==> src/rtl/pipeline_ctrl.sv <==
// rtl/pipeline_ctrl.sv - hazard, freeze and exception-redirect controller for the 5-stage pipeline
module pipeline_ctrl #(
    parameter int MEM_TIMEOUT = 16,
    parameter int CW          = 5
) (
    input  logic       clk,
    input  logic       reset,
    input  logic [4:0] id_rs_addr,
    input  logic [4:0] id_rt_addr,
    input  logic       id_uses_rt,
    input  logic       idex_mem_r,
    input  logic [4:0] idex_rd_addr,
    input  logic       ex_branch_taken,
    input  logic       ex_syscall,
    input  logic       ex_eret,
    input  logic       mem_req,
    input  logic       mem_ready,
    output logic       pc_stall,
    output logic       ifid_stall,
    output logic       ifid_flush,
    output logic       cu_stall,
    output logic       cu_flush,
    output logic       exmem_stall,
    output logic       exmem_flush,
    output logic [1:0] pc_sel,
    output logic       exc_valid,
    output logic [1:0] exc_code,
    output logic       mem_abort
);

    localparam logic [0:0] RUN = 1'b0;
    localparam logic [0:0] EXC = 1'b1;

    localparam logic [CW-1:0] WCNT_LIMIT = CW'(MEM_TIMEOUT);

    localparam logic [1:0] PC_SEQ    = 2'd0;
    localparam logic [1:0] PC_BRANCH = 2'd1;
    localparam logic [1:0] PC_VECTOR = 2'd2;
    localparam logic [1:0] PC_EPC    = 2'd3;

    logic [0:0]    state, state_next;
    logic [CW-1:0] wcnt, wcnt_next;
    logic          mem_wait;
    logic          timeout;
    logic          load_use;

    assign mem_wait = mem_req & ~mem_ready;
    assign timeout  = (state == RUN) & mem_wait & (wcnt == WCNT_LIMIT);
    assign load_use = idex_mem_r & (idex_rd_addr != 5'd0) &
                      ((idex_rd_addr == id_rs_addr) |
                       (id_uses_rt & (idex_rd_addr == id_rt_addr)));

    always_comb begin
        pc_stall    = 1'b0;
        ifid_stall  = 1'b0;
        ifid_flush  = 1'b0;
        cu_stall    = 1'b0;
        cu_flush    = 1'b0;
        exmem_stall = 1'b0;
        exmem_flush = 1'b0;
        pc_sel      = PC_SEQ;
        exc_valid   = 1'b0;
        exc_code    = 2'd0;
        mem_abort   = 1'b0;
        state_next  = RUN;
        wcnt_next   = '0;

        if (reset) begin
            ifid_flush  = 1'b1;
            cu_flush    = 1'b1;
            exmem_flush = 1'b1;
        end else if (state == EXC) begin
            // Second flush cycle after a redirect; hazard inputs belong to squashed work.
            ifid_flush  = 1'b1;
            cu_flush    = 1'b1;
            exmem_flush = 1'b1;
        end else if (timeout) begin
            mem_abort   = 1'b1;
            exc_valid   = 1'b1;
            exc_code    = 2'd2;
            pc_sel      = PC_VECTOR;
            ifid_flush  = 1'b1;
            cu_flush    = 1'b1;
            exmem_flush = 1'b1;
            state_next  = EXC;
        end else if (mem_wait) begin
            pc_stall    = 1'b1;
            ifid_stall  = 1'b1;
            cu_stall    = 1'b1;
            exmem_stall = 1'b1;
            wcnt_next   = wcnt + CW'(1);
        end else if (ex_syscall) begin
            exc_valid   = 1'b1;
            exc_code    = 2'd1;
            pc_sel      = PC_VECTOR;
            ifid_flush  = 1'b1;
            cu_flush    = 1'b1;
            exmem_flush = 1'b1;
            state_next  = EXC;
        end else if (ex_eret) begin
            pc_sel      = PC_EPC;
            ifid_flush  = 1'b1;
            cu_flush    = 1'b1;
            exmem_flush = 1'b1;
            state_next  = EXC;
        end else if (ex_branch_taken) begin
            // A taken branch squashes the dependent instruction, so no load-use stall is needed.
            pc_sel      = PC_BRANCH;
            ifid_flush  = 1'b1;
            cu_flush    = 1'b1;
        end else if (load_use) begin
            pc_stall    = 1'b1;
            ifid_stall  = 1'b1;
            cu_flush    = 1'b1;
        end
    end

    always_ff @(posedge clk or posedge reset) begin
        if (reset) begin
            state <= RUN;
            wcnt  <= '0;
        end else begin
            state <= state_next;
            wcnt  <= wcnt_next;
        end
    end

endmodule

==> config.mk <==
export PLATFORM = sky130hd
export DESIGN_NAME = pipeline_ctrl
export DESIGN_NICKNAME = d
export VERILOG_FILES = /design/src/rtl/pipeline_ctrl.sv
export SDC_FILE = /design/constraint.sdc
export NUM_CORES = 1
export LEC_CHECK = 0
export BUFFER_PORTS_ARGS = -buffer_cell sky130_fd_sc_hd__clkbuf_2
export CORE_AREA = 2 2 39 41
export DETAILED_ROUTE_END_ITERATION = 16
export DIE_AREA = 0 0 41 43
export PLACE_DENSITY = 0.9
export SETUP_SLACK_MARGIN = 0.1
export SLEW_MARGIN = 20
export SYNTH_ARGS = -nofsm -noshare
export SYNTH_HDL_FRONTEND = slang
export SYNTH_SLANG_ARGS = --single-unit
==> constraint.sdc <==
create_clock -name clk -period 2.3 [get_ports clk]
set_input_delay 0.115 -clock clk [delete_from_list [all_inputs] [get_ports clk]]
set_output_delay 0.115 -clock clk [all_outputs]
set_load 0.05 [all_outputs]
After elaboration in Yosys (flattened, before gate mapping)
Index checks and enable logic that the tools add are counted.

storage, ports and cells
  register bits = 6
  output and inout port bits = 13
  word-level logic and storage cells = 74

cells by class
  add/subtract/negate cells = 1
  equality and inequality tests = 3
  mux-type cells = 58
  bitwise gates (word level) = 9
  reductions and logical operators = 1

operators by type and width
  cell                                                           count
  1-bit two-way mux                                              45
  5-bit two-way mux                                              4
  2-bit two-way mux                                              9
  5-bit equality test                                            2
  1-bit AND                                                      6
  5-bit by 1-bit adder with 5-bit output, second input constant  1
  5-bit equality test, second input constant                     1
  5-bit nonzero test                                             1
  1-bit inverter                                                 2
  1-bit bitwise OR                                               1

Logic depth before layout (Yosys ltp)
Gate-level depths: netlist of the first run.

  depth after elaboration = 12
  mapped depth = 7
  depth with buffers taken out = 6

Worst setup path after synthesis of the first run
No wires, ideal clock.

  path kind = reg-to-output
  from = register wcnt[0]
  to = output cu_flush
  arrival = 2550 ps
  slack = -365 ps
  stages on the path, launching flop included = 7
  path through = dfrtp_1 > inv_1 > ha_1 > and4bb_2 > nor2_1 > o21ai_0 > o21bai_1

between the ends
  word-level cells in the longest chain between the ends = 5

ends and longest elaborated chain
  element                 RTL line  source
  start, declared         42        logic [CW-1:0] wcnt, wcnt_next;
  start signal, assigned  124       wcnt <= wcnt_next;
  5-bit equality test     48        assign timeout = (state == RUN) & mem_wait & (wcnt == WCNT_LIMIT);
  1-bit AND               48
  1-bit two-way mux       77        end else if (timeout) begin
  1-bit two-way mux       72        end else if (state == EXC) begin
  1-bit two-way mux       68        if (reset) begin
  end, declared           22        output logic cu_flush,

Every way passes these cells.

Worst setup path in the final report of the first run
  from = register wcnt[0]
  to = output pc_sel[1]

between the ends
  word-level cells in the longest chain between the ends = 5

ends and longest elaborated chain
  element              RTL line  source
  5-bit equality test  48
  1-bit AND            48
  2-bit two-way mux    77
  2-bit two-way mux    72
  2-bit two-way mux    68
  end, declared        25        output logic [1:0] pc_sel,

Every way passes these cells.

==> flow_summary_export.csv, run 1 <==
group,metric,value,unit
timing,setup_violations,0,
layout,nNetsFinal,131,
worst_setup_path,startpoint_type,"register",
flow_run,cap_viol_max_count,0,
layout,diodes,0,
floorplanning,die_y,43,um
route,dr.pass1.iters,4,
layout,utilization,0.547,
cts,htreeDepth,1,
cts,tritoncts,"yes",
global_route,grt_start_max_net_pins,8,
yosys,yosys_warnings,0,
global_route,grt_pass1_wl,2.13,mm
timing,skew,0.00145,ns
route,drt_iter0_drc,11,
placement,place_congestion,0.771,
timing,worst_slew_pin_slew,0.424,ns
yosys,synth_top_family_by_area,"simple AND/OR/NAND/NOR gates",
floorplanning,fp.dieW,41,um
global_route,grt_usage,0.169,
floorplanning,fp.coreArea,1380,sq um
floorplanning,start_util,0.393,
yosys,ys_ff_latch,6,
global_route,antenna_found_initial,0,
timing,finalSetupTns,0,ns
timing,finalHoldViolCount,0,
floorplanning,fp.dieArea,1760,sq um
worst_setup_path,crit_fanout,4,
global_route,grt_pass1_vias,576,
route,wl,1.25,mm
layout,area_growth_syn_to_layout,39.1,%
yosys,synth_mux_area_frac,0,
yosys,syn_inst,67,
worst_hold_path,hold_path_class,"in -> reg",
timing,max-slew-margin-rel,0.717,
timing,drv_slew,0,
floorplanning,rows,14,
global_route,grt.overflow.total,0,
timing,final.min_clock_period,2.07,ns
worst_setup_path,end_kind,"primary output",
route,ant_nets,0,
layout,drive_gt1_frac,0.437,
timing,post-route-period-util,0.901,
placement,port_buffers,36,
yosys,syn_nets,93,
yosys,synth-simple-area-share,0.329,
yosys,syn_avg_cell_area,8.12,sq um
cts,path_clk_slew,0.05,ns
timing,clock.fmax,0.483,GHz
power,peakVddDrop,242,uV
outcome,status,"complete, no violations",
worst_setup_path,cp.required,2.18,ns
layout,final_cell_mix,"35 x clkbuf_2, 11 x xor2_1, 9 x nor2_1",
placement,dpl.hpwl,1.09,mm
yosys,synth_area,544,sq um
yosys,synth-compound-area-share,0.0575,
floorplanning,ioPinCount,37,
route,wl_per_cell,10.5,um
cts,insertion_delay,0.25,ns
route,drc,0,
cts,cts_root_buf,"clkbuf_4",
cts,clock_sinks,6,
layout,fillers,126,
yosys,synth_xor_area_frac,0.209,
cts,cts.path.max_buffers,2,
layout,final_common_cell,"clkbuf_2",
placement,numPlacedInstances,115,
yosys,synthAdderAreaFrac,0.0460,
worst_setup_path,cp.arrival,1.96,ns
route,viasPerCell,4.87,
cts,numCtsBuffers,3,
layout,fin_cells,119,
power,power_leakage,0.400,nW
yosys,synth_cell_type_count,24,
yosys,ys_seq_area_frac,0.276,
worst_setup_path,path_class,"reg -> out",
route,vias,579,
power,p_per_area,428,nW/um^2
timing,rsz0062_at_grt,"no",
==> cells in the mapped netlist <==
cell type / instances / share of area
and3_1: 1 / 0.012
a32oi_1: 1 / 0.016
buf_4: 4 / 0.055
xnor2_1: 2 / 0.032
nand2b_1: 2 / 0.023
nand3_1: 4 / 0.037
dfrtp_1: 6 / 0.28
nor2b_1: 1 / 0.012
xor2_1: 11 / 0.18
nor4_1: 2 / 0.023
and2_1: 1 / 0.012
or4_1: 2 / 0.028
or2_2: 2 / 0.023
nor2_2: 1 / 0.012
nor3_1: 3 / 0.028
ha_1: 2 / 0.046
and4bb_2: 1 / 0.023
nand2_1: 3 / 0.021
nor4b_1: 1 / 0.016
o21bai_1: 1 / 0.014
nor2_1: 9 / 0.062
o21ai_0: 1 / 0.0092
o21ai_1: 2 / 0.018
inv_1: 4 / 0.028
==> layer usage <==
metal | share of wire | track usage
met4 | 0 | 0.0200
met1 | 0.40 | 0.198
met2 | 0.51 | 0.294
met3 | 0.089 | 0.0524
met5 | 0 | 0
==> repair_timing <==
item | in CTS | in global routing
setup buffers | 0 | 0
resized for setup | 0 | 1
endpoints found under the setup margin | 0 | 1
endpoints found under the hold margin | 6 | 0
hold buffers | 1 | 0
==> registers in the layout (all words and copies together), names as in the netlist <==
name / cells
wcnt: 5
state: 1
==> cell families after synthesis <==
| group | count (synthesis) |
|---|---|
| fa+ha+maj | 2 |
| simple gates | 33 |
| xor+xnor | 13 |
| flops | 6 |
| buf+inv | 8 |
| compound gates | 5 |
==> per-stage QoR <==
| stage | power [W] | cell area [sq um] | setup slack (ns) | hold slack (ns) |
|---|---|---|---|---|
| 6_report | 0.000324 | 757 | 0.229 | 0.222 |
| 3_3_place_gp | 0.000223 | 724 | 0.537 | 0.0511 |
| 3_5_place_dp | 0.000226 | 724 | 0.463 | 0.0550 |
| 5_1_grt | 0.000345 | 757 | 0.108 | 0.264 |
| 2_1_floorplan | 0.000188 | 554 | 0.0588 | -0.0940 |
| 4_1_cts | 0.000328 | 757 | 0.193 | 0.214 |
==> worst paths after layout <==
| kind | from | end | slack (ns) | depth (start not counted) |
|---|---|---|---|---|
| hold reg to reg | state$_DFF_PP0_ | state$_DFF_PP0_ | 0.47 | 1 |
| min in group asynchronous | reset | wcnt[0]$_DFF_PP0_ | 0.35 | 3 |
| hold / removal | mem_ready | wcnt[3]$_DFF_PP0_ | 0.22 | 4 |
| setup / recovery | wcnt[0]$_DFF_PP0_ | pc_sel[1] | 0.23 | 7 |
| setup reg to reg | wcnt[0]$_DFF_PP0_ | state$_DFF_PP0_ | 0.79 | 6 |
| max in group asynchronous | reset | wcnt[4]$_DFF_PP0_ | 1.76 | 3 |
==> critical path, cell delays in order (launching register included) <==
cell,delay (ns)
dfrtp_1,0.40
inv_1,0.07
ha_1,0.16
and4bb_2,0.22
nor2_1,0.06
or2_2,0.31
nor3_1,0.18
buf_2,0.30
==> area by class of cell <==
class                   instances  area [sq um]  area share
clock buffers                   3          22.5      0.0298
inverters                       4          15.0      0.0198
multi-input cells              53           359       0.474
flip-flops and latches          6           150       0.198
well taps                      16          20.0      0.0264
repair buffers                 37           190       0.251
==> power breakdown <==
part | switching, W | internal [W]
sequential | 0.00000186 | 0.000108
clock | 0.0000402 | 0.0000592
combinational | 0.0000739 | 0.0000405
Note: power is estimated with default switching activity, not from simulation.
==> run 2: changes to the inputs <==
- ABC_AREA: default -> 1
- CORE_AREA: 2 2 39 41 -> default
- CORE_MARGIN: default -> 2
- CORE_UTILIZATION: default -> 46
- DIE_AREA: 0 0 41 43 -> default
- PLACE_DENSITY: 0.9 -> 0.94
==> run 2 against run 1 <==
  * Global-route usage increased by 2.2 points
  * Via count increased by 28%
  * Critical endpoint unchanged
  * Setup slack improved by 0.25 ns
  * Clock power decreased by 5.3%
  * Clock-buffer cell count unchanged
==> flow_summary_export.csv, run 2 <==
group,metric,value,unit
outcome,status,"complete, no violations",
yosys,yosys_warnings,0,
timing,post-route-period-util,0.791,
route,wl_met3,69,um
timing,max-slew-margin-rel,0.808,
layout,nNetsFinal,175,
yosys,synth_most_common_cell,"nand2_1",
floorplanning,start_util,0.500,
cts,insertion_delay,0.24,ns
floorplanning,fp.dieW,41.8,um
yosys,yosysTopAreaCell,"dfrtp_1",
layout,top_regs,"wcnt (5), state (1)",
power,p_clk_frac,0.280,
cts,cts_resized,0,
worst_hold_path,hold_path_class,"in -> reg",
cts,cts.path.max_buffers,2,
route,wl_met1,642,um
global_route,grt_pass1_wl,2.67,mm
yosys,synth-compound-area-share,0.0285,
route,drt_iter0_drc,12,
layout,fillers,120,
placement,numPlacedInstances,158,
floorplanning,ioPinCount,37,
cts,cts_hold_repair.buffers,1,
timing,finalSetupTns,0,ns
layout,largest_reg_flops,5,
yosys,ys_seq_area_frac,0.228,
yosys,synthAdderAreaFrac,0.0380,
placement,post-place-ws,0.730,ns
timing,setup_violations,0,
timing,clock.fmax,0.550,GHz
route,top_layer_used,"met4",
worst_setup_path,end_kind,"primary output",
timing,final.min_clock_period,1.82,ns
route,wl_per_cell,9.43,um
layout,final_cell_mix,"36 x clkbuf_2, 34 x nand2_1, 19 x inv_1",
route,ant_nets,0,
cts,post_cts_buffers,0,
floorplanning,rows,13,
global_route,grt.overflow.total,0,
yosys,synth_xor_area_frac,0.0532,
layout,drive_gt1_frac,0.374,
global_route,grt_pass1_vias,706,
cts,tritoncts,"yes",
yosys,syn_avg_cell_area,5.93,sq um
layout,top_register,"wcnt",
route,drc,0,
floorplanning,fp.dieArea,1750,sq um
yosys,synth_area_leaders,"dfrtp_1 23%, nand2_1 19%, inv_1 11%",
flow_run,cap_viol_max_count,0,
yosys,synthTopCellsByCount,"34 x nand2_1, 19 x inv_1, 15 x nor2_1",
layout,diodes,0,
yosys,synth_area,658,sq um
power,peakVddDrop,180,uV
floorplanning,die_y,41.8,um
layout,fin_cells,162,
cts,numCtsBuffers,3,
timing,finalHoldViolCount,0,
yosys,syn_nets,137,
worst_setup_path,startpoint_type,"register",
power,p_sw,0.000127,W
global_route,antenna_found_initial,0,
worst_setup_path,path_class,"reg -> out",
cts,clock_sinks,6,
timing,rsz0062_at_grt,"no",
yosys,yosys.area.top_type_share,0.228,
yosys,syn_inst,111,
timing,timing.final.ws_setup,0.481,ns
placement,place_congestion,0.833,
cts,htreeDepth,1,
yosys,async_flop_share,1.00,
cts,path_clk_slew,0.05,ns
yosys,ys_ff_latch,6,
power,intPower,0.000209,W
route,wl_met2,802,um
placement,port_buffers,36,
yosys,synth_mux_area_frac,0,
placement,dpl.hpwl,1.30,mm
yosys,synth-simple-area-share,0.458,
cts,cts_root_buf,"clkbuf_4",
yosys,synth_edf_count,0,
route,vias,742,
timing,drv_slew,0,
layout,area_growth_syn_to_layout,31.4,%
global_route,grt_usage,0.191,
global_route,grt_start_max_net_pins,8,
power,p_comb_frac,0.391,
route,viasPerCell,4.58,
power,p_seq_frac,0.329,
yosys,synth-main-ff-cell,"dfrtp_1",
route,dr.pass1.iters,4,
power,power_leakage,0.557,nW
worst_setup_path,crit_fanout,4,
worst_setup_path,cp.required,2.18,ns
layout,final_common_cell,"clkbuf_2",
power,swShare,0.378,
route,wl,1.53,mm
floorplanning,fp.coreArea,1320,sq um
timing,worst_slew_pin_slew,0.289,ns
yosys,synth_cell_type_count,20,
power,p_per_area,389,nW/um^2
timing,skew,0.00293,ns
worst_setup_path,cp.arrival,1.70,ns
yosys,synth_top_family_by_area,"simple AND/OR/NAND/NOR gates",
run 2: power groups by stage:
stage | Combinational (W) | Sequential [W] | Clock [W]
floorplan | 0.0000895 | 0.000112 | 0
global placement | 0.000125 | 0.000112 | 0
detailed placement | 0.000129 | 0.000112 | 0
CTS | 0.000131 | 0.000111 | 0.0000967
global route | 0.000145 | 0.000111 | 0.000107
finish | 0.000131 | 0.000111 | 0.0000941
run 2: final timing paths:
| kind | from | to | slack [ns] | cells after the start |
|---|---|---|---|---|
| setup / recovery | wcnt[0]$_DFF_PP0_ | pc_sel[1] | 0.48 | 8 |
| hold / removal | mem_ready | wcnt[2]$_DFF_PP0_ | 0.27 | 4 |
| setup reg to reg | wcnt[0]$_DFF_PP0_ | state$_DFF_PP0_ | 1.05 | 7 |
| hold reg to reg | wcnt[0]$_DFF_PP0_ | wcnt[0]$_DFF_PP0_ | 0.49 | 1 |
| max in group asynchronous | reset | wcnt[3]$_DFF_PP0_ | 1.72 | 3 |
| min in group asynchronous | reset | wcnt[2]$_DFF_PP0_ | 0.38 | 3 |
run 2: cells by family (layout without fill, tap and decap cells):
logic type,Yosys count,in the layout
AND/OR/NAND/NOR,66,66
buffers and inverters,30,66
flip-flops,6,6
XOR/XNOR,4,4
AO/OA/AOI/OAI,3,3
adder cells (fa/ha/maj),2,2
run 2: layer usage:
layer / track usage / vias up
met2: 0.375 / 21
met3: 0.0130 / 2
li1: - / 397
met4: 0.0645 / 0
met5: 0 / -
met1: 0.210 / 322
run 2: cell type report:
| cell class | instances | area [sq um] | area share |
|---|---|---|---|
| Inverter | 26 | 97.6 | 0.113 |
| Timing Repair Buffer | 37 | 190 | 0.220 |
| Clock buffer | 3 | 22.5 | 0.0260 |
| Multi-Input combinational cell | 75 | 385 | 0.446 |
| Tap cell | 15 | 18.8 | 0.0217 |
| Sequential cell | 6 | 150 | 0.174 |
run 2: stage by stage:
stage / hold WS, ns / util / cell area, sq um / power (W)
floorplan: -0.0940 / - / 663 / 0.000201
global placement: 0.0700 / 0.632 / 832 / 0.000237
detailed placement: 0.0854 / 0.632 / 832 / 0.000242
CTS: 0.263 / 0.656 / 865 / 0.000338
global route: 0.287 / 0.656 / 865 / 0.000363
finish: 0.274 / 0.656 / 865 / 0.000336
run 2: worst max-delay path: stages (launching register included):
cell and delay (ns):
dfrtp_1 0.40, inv_1 0.07, ha_1 0.14, nand2_1 0.05, nor3_2 0.17, nand2_2 0.10, o21a_1 0.14, nor2_2 0.11
clkbuf_2 0.29
==> run 3: changes to the inputs <==
- CORE_UTILIZATION: 46 -> 39
- PLACE_DENSITY: 0.94 -> 0.86
- clock period: 2.3 -> 1.5 ns (I/O delays scaled with it)
==> run 3 against run 2 <==
  * The run now ends with setup timing left
  * Critical path depth is the same
  * Core utilization is 9.0 points higher
  * Non-clock buffer count increased by 7
  * Global-route usage is 4.3 points higher
  * Combinational power up 110%
  * Sequential cell count did not move
  * Sequential power up 52%
==> flow_summary_export.csv, run 3 (synthesis gave the netlist of run 2 again) <==
group,metric,value,unit
floorplanning,rows,14,
floorplanning,die_y,45.1,um
timing,timing.final.ws_setup,-0.234,ns
cts,path_clk_slew,0.06,ns
global_route,antenna_found_initial,0,
timing,post-route-period-util,1.16,
worst_setup_path,critPathMostFrequentCell,"nand2_2",
floorplanning,fp.coreArea,1540,sq um
global_route,grt_usage,0.234,
floorplanning,fp.dieArea,2030,sq um
layout,final_common_cell,"nand2_1",
layout,diodes,0,
worst_setup_path,end_kind,"primary output",
placement,numPlacedInstances,165,
global_route,grt_pass1_vias,820,
worst_setup_path,startpoint_type,"register",
timing,finalHoldViolCount,0,
worst_setup_path,slowest_stage,"dfrtp_1",
layout,seq_area,150,sq um
layout,top_regs,"wcnt (5), state (1)",
global_route,grt_start_max_net_pins,7,
worst_setup_path,path_class,"reg -> out",
cts,insertion_delay,0.26,ns
global_route,grt.overflow.total,0,
cts,tritoncts,"yes",
timing,clock.fmax,0.577,GHz
global_route,met3_usage,0.0520,
route,vias,824,
layout,nNetsFinal,182,
route,wl,2.08,mm
worst_hold_path,hold_path_class,"in -> reg",
route,drt_iter0_drc,35,
layout,final_cell_mix,"30 x nand2_1, 23 x clkbuf_2, 18 x inv_1",
route,drc,0,
layout,fin_cells,170,
timing,rsz0062_at_grt,"yes",
power,power_leakage,0.649,nW
layout,largest_reg_flops,5,
timing,worst_slew_pin_slew,0.276,ns
power,peakVddDrop,288,uV
route,viasPerCell,4.85,
timing,max-slew-margin-rel,0.815,
placement,post-place-ws,-0.0200,ns
cts,cts_root_buf,"clkbuf_4",
layout,top_register,"wcnt",
cts,numCtsBuffers,3,
placement,dpl.hpwl,1.46,mm
cts,cts.path.max_buffers,2,
timing,final.min_clock_period,1.73,ns
placement,place_congestion,0.886,
layout,fillers,113,
timing,fin_hold_ws,0.293,ns
route,wl_per_cell,12.2,um
worst_setup_path,cp.required,1.42,ns
layout,utilization,0.746,
timing,setup_violations,11,
route,ant_nets,0,
worst_setup_path,path_cells,"inv_1, ha_2, nand2_2, nor3_4, nand2_2, o21a_1, nor2_2, buf_8",
global_route,grt_util_met2,0.460,
floorplanning,fp.dieW,45.1,um
layout,area_growth_syn_to_layout,74.7,%
timing,drv_slew,0,
global_route,met1_usage,0.220,
cts,htreeDepth,1,
layout,drive_gt1_frac,0.461,
layout,multi_input_area,468,sq um
floorplanning,start_util,0.427,
power,p_per_area,528,nW/um^2
worst_setup_path,crit_fanout,3,
cts,clock_sinks,6,
floorplanning,ioPinCount,37,
global_route,grt_pass1_wl,3.34,mm
flow_run,cap_viol_max_count,0,
route,dr.pass1.iters,4,
outcome,status,"finished, violations left",
global_route,top_usage_layer,"met2",
outcome,violations,"setup timing",
timing,skew,0.0141,ns
worst_setup_path,cpPeakStageDelay,0.37,ns
placement,port_buffers,36,
worst_setup_path,cp.arrival,1.66,ns
## run 3: changes by cell type in the layout (fill, tap and decap cells not counted), moves of 3 or more
cell,before,now
clkbuf_2,36,23
buf_4,0,6
clkbuf_8,0,6
buf_8,0,5
nand2_1,34,30
nor3_4,0,3
## run 3: power by group
part / switching (W) / internal [W] / total (W)
Sequential: 0.00000331 / 0.000165 / 0.000169
Combinational: 0.000163 / 0.000113 / 0.000276
Clock: 0.0000716 / 0.0000914 / 0.000163
## run 3: worst max-delay path: cells and delay by family (launching register included)
kind	cells	cell delay, ns
flip-flops	1	0.37
AO/OA/AOI/OAI	1	0.17
adder cells (fa/ha/maj)	1	0.17
buffers and inverters	2	0.22
AND/OR/NAND/NOR	4	0.47
## run 3: final timing paths
check	startpoint	endpoint	slack [ns]	depth (start not counted)
max	wcnt[0]$_DFF_PP0_	pc_sel[1]	-0.23	8
min	reset	state$_DFF_PP0_	0.29	4
max reg2reg	wcnt[0]$_DFF_PP0_	wcnt[4]$_DFF_PP0_	0.12	9
min reg2reg	wcnt[0]$_DFF_PP0_	wcnt[0]$_DFF_PP0_	0.53	2
max in group asynchronous	reset	wcnt[3]$_DFF_PP0_	0.89	3
min in group asynchronous	reset	state$_DFF_PP0_	0.38	3
## run 3: layer usage
metal  part of all wire  wire, um
met5                  0         0
met4              0.026        54
met3              0.058       121
met2               0.57      1190
met1               0.34       713
## run 3: area by class of cell
| class | count | area share |
|---|---|---|
| multi-input combinational | 75 | 0.407 |
| timing repair buffer | 44 | 0.338 |
| sequential | 6 | 0.131 |
| inverter | 26 | 0.0871 |
| clock buffer | 3 | 0.0196 |
| tap | 16 | 0.0174 |
## run 3: repair_timing
action / 4_1_cts / 5_1_grt
gates resized for setup: 36 / 7
setup buffers: 1 / 0
pin swaps: 3 / 1
hold buffers: 1 / 0
hold endpoints to repair: 6 / 0
endpoints found under the setup margin: 14 / 18
## run 3: stage by stage
step | setup TNS (ns) | total power [W] | cell area (sq um)
after floorplan | -0.307 | 0.000322 | 717
after global placement | 0 | 0.000383 | 928
after detailed placement | -0.0302 | 0.000390 | 928
after CTS | -1.51 | 0.000588 | 1130
after global routing | -2.32 | 0.000639 | 1150
final | -1.56 | 0.000608 | 1150
